**config.mk**
```make
export PLATFORM = sky130hd
export DESIGN_NAME = tq_row_packer
export DESIGN_NICKNAME = d
export VERILOG_FILES = /design/src/rtl/tq_row_packer.sv
export SDC_FILE = /design/constraint.sdc
export NUM_CORES = 2
export LEC_CHECK = 0
export BUFFER_PORTS_ARGS = -buffer_cell sky130_fd_sc_hd__buf_2
export CAP_MARGIN = 30
export CORE_MARGIN = 4
export CORE_UTILIZATION = 30
export DETAILED_ROUTE_END_ITERATION = 8
export GPL_ROUTABILITY_DRIVEN = 1
export GPL_TIMING_DRIVEN = 1
export PLACE_DENSITY = 0.53
export SLEW_MARGIN = 5
export SYNTH_ARGS = -nofsm -noshare
export SYNTH_HDL_FRONTEND = slang
export SYNTH_SLANG_ARGS = --single-unit
```
**constraint.sdc**
```tcl
create_clock -name clk -period 3.3 [get_ports clk]
set_input_delay 0 -clock clk [delete_from_list [all_inputs] [get_ports clk]]
set_output_delay 0 -clock clk [all_outputs]
set_load 0.01 [all_outputs]
```
**src/rtl/tq_row_packer.sv**
```systemverilog
// tq_row_packer: gathers 4-sample beats into one 32-lane transform row.
// Build option TQ_PACKER_ZERO_PAD_EN zeroes output lanes beyond N.

module tq_row_packer #(
  parameter int LANES = 4,
  parameter int DW    = 16
) (
  input  logic                  clk,
  input  logic                  rst,
  input  logic                  i_valid,
  output logic                  o_ready,
  input  logic                  i_sof,
  input  logic [1:0]            i_transize,
  input  logic                  i_inverse,
  input  logic [LANES*DW-1:0]   i_data,
  output logic                  o_valid,
  output logic [1:0]            o_transize,
  output logic                  o_inverse,
  output logic signed [DW-1:0]  o_0,
  output logic signed [DW-1:0]  o_1,
  output logic signed [DW-1:0]  o_2,
  output logic signed [DW-1:0]  o_3,
  output logic signed [DW-1:0]  o_4,
  output logic signed [DW-1:0]  o_5,
  output logic signed [DW-1:0]  o_6,
  output logic signed [DW-1:0]  o_7,
  output logic signed [DW-1:0]  o_8,
  output logic signed [DW-1:0]  o_9,
  output logic signed [DW-1:0]  o_10,
  output logic signed [DW-1:0]  o_11,
  output logic signed [DW-1:0]  o_12,
  output logic signed [DW-1:0]  o_13,
  output logic signed [DW-1:0]  o_14,
  output logic signed [DW-1:0]  o_15,
  output logic signed [DW-1:0]  o_16,
  output logic signed [DW-1:0]  o_17,
  output logic signed [DW-1:0]  o_18,
  output logic signed [DW-1:0]  o_19,
  output logic signed [DW-1:0]  o_20,
  output logic signed [DW-1:0]  o_21,
  output logic signed [DW-1:0]  o_22,
  output logic signed [DW-1:0]  o_23,
  output logic signed [DW-1:0]  o_24,
  output logic signed [DW-1:0]  o_25,
  output logic signed [DW-1:0]  o_26,
  output logic signed [DW-1:0]  o_27,
  output logic signed [DW-1:0]  o_28,
  output logic signed [DW-1:0]  o_29,
  output logic signed [DW-1:0]  o_30,
  output logic signed [DW-1:0]  o_31,
  output logic                  o_eob,
  output logic                  o_err
);

  typedef enum logic {
    IDLE,
    ACTIVE
  } state_t;

  state_t state_q, state_d;

  logic [2:0] beat_q;
  logic [4:0] row_q;
  logic [1:0] size_q;
  logic       inv_q;

  logic signed [DW-1:0] asm_q [32];
  logic signed [DW-1:0] out_q [32];
  logic signed [DW-1:0] row_m [32];
  logic signed [DW-1:0] row_o [32];

  logic       take;
  logic       wr;
  logic       drop;
  logic       frame_err;
  logic       row_done;
  logic       blk_done;
  logic [1:0] eff_size;
  logic       eff_inv;
  logic [2:0] eff_beat;
  logic [4:0] eff_row;
  logic [2:0] last_beat;
  logic [4:0] last_row;

  assign take = i_valid & o_ready;

  // A sof beat always restarts at row 0 / beat 0 with its own size.
  assign eff_size = i_sof ? i_transize : size_q;
  assign eff_inv  = i_sof ? i_inverse : inv_q;
  assign eff_beat = i_sof ? 3'd0 : beat_q;
  assign eff_row  = i_sof ? 5'd0 : row_q;

  always_comb begin
    last_beat = 3'd0;
    last_row  = 5'd3;
    unique case (eff_size)
      2'd0: begin last_beat = 3'd0; last_row = 5'd3;  end
      2'd1: begin last_beat = 3'd1; last_row = 5'd7;  end
      2'd2: begin last_beat = 3'd3; last_row = 5'd15; end
      2'd3: begin last_beat = 3'd7; last_row = 5'd31; end
    endcase
  end

  assign drop      = take & ~i_sof & (state_q == IDLE);
  assign wr        = take & (i_sof | (state_q == ACTIVE));
  assign frame_err = take & i_sof & (state_q == ACTIVE)
                   & ((beat_q != 3'd0) | (row_q != 5'd0));
  assign row_done  = wr & (eff_beat == last_beat);
  assign blk_done  = row_done & (eff_row == last_row);

  always_comb begin
    state_d = state_q;
    unique case (state_q)
      IDLE:   if (wr) state_d = blk_done ? IDLE : ACTIVE;
      ACTIVE: if (blk_done) state_d = IDLE;
    endcase
  end

  always_comb begin
    row_m = asm_q;
    for (int k = 0; k < LANES; k++) begin
      row_m[{eff_beat, k[1:0]}] = i_data[k*DW +: DW];
    end
  end

`ifdef TQ_PACKER_ZERO_PAD_EN
  logic [5:0] n_eff;

  assign n_eff = 6'd4 << eff_size;

  always_comb begin
    row_o = row_m;
    for (int j = 0; j < 32; j++) begin
      if (j >= int'(n_eff)) row_o[j] = '0;
    end
  end
`else
  // Lanes past N keep whatever the assembly buffer last held.
  always_comb begin
    row_o = row_m;
  end
`endif

  always_ff @(posedge clk or negedge rst) begin
    if (!rst) begin
      state_q <= IDLE;
    end else begin
      state_q <= state_d;
    end
  end

  always_ff @(posedge clk or negedge rst) begin
    if (!rst) begin
      o_ready    <= 1'b0;
      o_valid    <= 1'b0;
      o_eob      <= 1'b0;
      o_err      <= 1'b0;
      o_transize <= 2'd0;
      o_inverse  <= 1'b0;
      beat_q     <= 3'd0;
      row_q      <= 5'd0;
      size_q     <= 2'd0;
      inv_q      <= 1'b0;
      asm_q      <= '{default: '0};
      out_q      <= '{default: '0};
    end else begin
      o_ready <= 1'b1;
      o_valid <= row_done;
      o_eob   <= blk_done;
      o_err   <= frame_err | drop;
      if (take & i_sof) begin
        size_q <= i_transize;
        inv_q  <= i_inverse;
      end
      if (wr) asm_q <= row_m;
      if (row_done) begin
        out_q      <= row_o;
        o_transize <= eff_size;
        o_inverse  <= eff_inv;
        beat_q     <= 3'd0;
        row_q      <= blk_done ? 5'd0 : eff_row + 5'd1;
      end else if (wr) begin
        beat_q <= eff_beat + 3'd1;
        row_q  <= eff_row;
      end
    end
  end

  assign o_0  = out_q[0];
  assign o_1  = out_q[1];
  assign o_2  = out_q[2];
  assign o_3  = out_q[3];
  assign o_4  = out_q[4];
  assign o_5  = out_q[5];
  assign o_6  = out_q[6];
  assign o_7  = out_q[7];
  assign o_8  = out_q[8];
  assign o_9  = out_q[9];
  assign o_10 = out_q[10];
  assign o_11 = out_q[11];
  assign o_12 = out_q[12];
  assign o_13 = out_q[13];
  assign o_14 = out_q[14];
  assign o_15 = out_q[15];
  assign o_16 = out_q[16];
  assign o_17 = out_q[17];
  assign o_18 = out_q[18];
  assign o_19 = out_q[19];
  assign o_20 = out_q[20];
  assign o_21 = out_q[21];
  assign o_22 = out_q[22];
  assign o_23 = out_q[23];
  assign o_24 = out_q[24];
  assign o_25 = out_q[25];
  assign o_26 = out_q[26];
  assign o_27 = out_q[27];
  assign o_28 = out_q[28];
  assign o_29 = out_q[29];
  assign o_30 = out_q[30];
  assign o_31 = out_q[31];

endmodule

```
==> flow_summary.toml <==
[timing]
slew_violations = 0
worst_pin_slew_ns = 0.8428
setup_tns_ns = 0
finalSetupViolCount = 0
fin_hold_ws_ns = 0.2405
slew_headroom = 0.4381
rsz0062_at_grt = "no"
hold_violations = 0
finalCriticalPeriod_ns = 2.518
min_period_over_period = 0.7629
worst_slack_ns = 0.7824
max_freq_mhz = 397.2
clock_skew_ns = 0.01951

[final_layout]
multi_input_area_mm2 = 0.01616
area_growth_pct = 22.08
drive_above_1_share = 0.3186
nFillCells = 14080
largest_reg_flops = 512
fin_area_mm2 = 0.05335
layout.nets = 4131
stdcell_count = 6061
regArea_mm2 = 0.02610
top_register = "asm_q"
final_util = 0.3700

[grt]
grt_pass1_wl_um = 195300
grt_pass1_vias = 28910
grtUsageTotal = 0.1698
antenna_found_initial = 5
grt_max_degree = 119
grt_overflow = 0

[floorplanning]
die_h_um = 389.7
initial_core_util = 0.3031
chipWidth_um = 389.7
core_area_mm2 = 0.1442
io_pins = 590
num_rows = 139
dieArea_mm2 = 0.1519

[clocking]
clock_path_buffers = 3
cts_root_buffer = "clkbuf_16"
htree_num_levels = 3
cts_buffers = 118
clkLatencyLatePin_ns = 0.72
clock-sinks = 1043
cts.clk_slew.worst_paths_ns = 0.06
tritoncts = "done"
cts.repair.resized = 0

[synth]
synth_edf_count = 0
synth_top_flop_cell = "dfrtp_1"
synthCells = 3495
ys_warn_count = 0
netlist-cell-type-count = 47
synth.net_count = 3568
synthesis.area_mm2 = 0.04370
synth_seq_cells = 1043
ys_seq_area_frac = 0.5972
avgSynthCellArea_um2 = 12.50
ys_async_sr_fraction = 1.000

[hold_path]
hold_path_class = "input port to async pin"

[place]
dp_hpwl_um = 81580
place_ws_ns = 0.7750
place_area_mm2 = 0.04864
place.gp.congestion = 0.7369
portBuffers = 589
post-place-cells = 5766

[critical_path]
crit_path_end_kind = "flip-flop"
required_ns = 3.89
crit_arrival_ns = 3.10
r2r_slack_ns = 0.78
crit_fanout = 66
worstSetupPathType = "flip-flop to flip-flop"
startpoint_type = "flip-flop"

[route]
drc = 0
initialDrtViolationCount = 1308
viasPerCell = 4.701
wl_per_cell_um = 21.43
first_pass_iters = 4
route.vias.total = 28490
wl_um = 129900
ant_nets = 0

[power]
p_leak_nw = 25.12
ir_drop_v = 0.0005187
power_mw = 45.92
p_per_area_mw_per_mm2 = 860.7

[run]
cap_violations = 0

[run_status]
status = "completed"
[cell usage after synthesis, types with 4 or more instances]
master / n / area (um^2)
nand2_1: 527 / 1978
mux2i_1: 515 / 5155
buf_1: 9 / 33.78
buf_2: 125 / 625.6
dfrtp_1: 1043 / 26100
o21ai_0: 222 / 1111
a21oi_1: 5 / 25.02
nand3_1: 5 / 25.02
buf_6: 35 / 394.1
nor3_1: 7 / 35.03
mux2_2: 455 / 5124
o21ai_1: 300 / 1501
nor2b_1: 8 / 50.05
mux2_1: 60 / 675.7
clkbuf_1: 125 / 469.2
nor2_1: 5 / 18.77
inv_1: 4 / 15.01
[metal layers]
| metal | routed length, um | track usage | vias to the layer above |
|---|---|---|---|
| li1 | - | - | 13220 |
| met1 | 61890 | 0.2413 | 14470 |
| met5 | 13 | 0 | - |
| met3 | 7743 | 0.04038 | 159 |
| met2 | 57680 | 0.2631 | 644 |
| met4 | 2584 | 0.03863 | 2 |
[where the power goes]
group	switching (mW)	internal, mW
clock network	5.40	7.87
logic	6.15	5.62
registers	3.16	17.7
total	14.7	31.2
[path summary, 6_finish.rpt]
kind	startpoint	end	cells after the start
max	beat_q[2]	o_26[14]	7
min	rst	o_20[5]	3
max reg2reg	beat_q[2]	o_26[14]	7
min reg2reg	o_7[15]	o_7[15]	2
max in group asynchronous	rst	asm_q[217]	3
min in group clk	i_transize[0]	o_transize[0]	4
[cell type report]
cell class / count / area share
diodes: 5 / 0.0002345
clock buffers: 175 / 0.06426
clock inverters: 40 / 0.009451
inverters: 4 / 0.0002814
multi-input cells: 2153 / 0.3029
flip-flops and latches: 1043 / 0.4892
well taps: 1903 / 0.04463
repair buffers: 738 / 0.08907
[cells by family after synthesis]
kind of cell / count (synthesis) / synth area share
and+or+nand+nor: 573 / 0.05176
DFF: 1043 / 0.5972
other: 1 / 0.00008580
AOI/OAI and AO/OA: 543 / 0.06358
adders and majority gates: 2 / 0.0005725
buffers and inverters: 299 / 0.03536
muxes: 1030 / 0.2506
xor gates and xnor gates: 4 / 0.0008017
[placed cells by master (no fill, tap or decap), types with 3 or more instances in the layout]
cell type / instances
dfrtp_1: 1043
diode_2: 5
nor3_2: 4
bufinv_16: 9
o211ai_1: 3
buf_4: 37
a21oi_1: 5
xor2_1: 3
nor2_1: 4
o21ai_0: 222
dlygate4sd3_1: 74
mux2i_1: 515
nor3_1: 3
clkbuf_8: 24
inv_6: 5
nor2b_1: 4
clkinv_2: 19
nor2b_4: 4
clkbuf_1: 32
mux2_2: 455
clkbuf_16: 119
nor2_4: 4
nand2_1: 527
nand2b_1: 3
nand3_1: 4
clkinvlp_4: 3
mux2_1: 60
buf_2: 588
buf_12: 36
o21ai_1: 300
nor4_1: 3
inv_1: 4
[critical path, cell delays in order, from the launching register on]
cell,delay [ns]
dfrtp_1,0.62
xor2_1,0.21
o211ai_2,0.16
a21oi_4,0.27
buf_12,0.22
buf_4,0.42
buf_16,0.29
o21ai_0,0.13
[what timing repair did]
action | CTS | global route
buffers inserted | 0 | 0
hold endpoints to repair | 2029 | 0
hold buffers | 75 | 0
(Power assumes the default switching activity.)
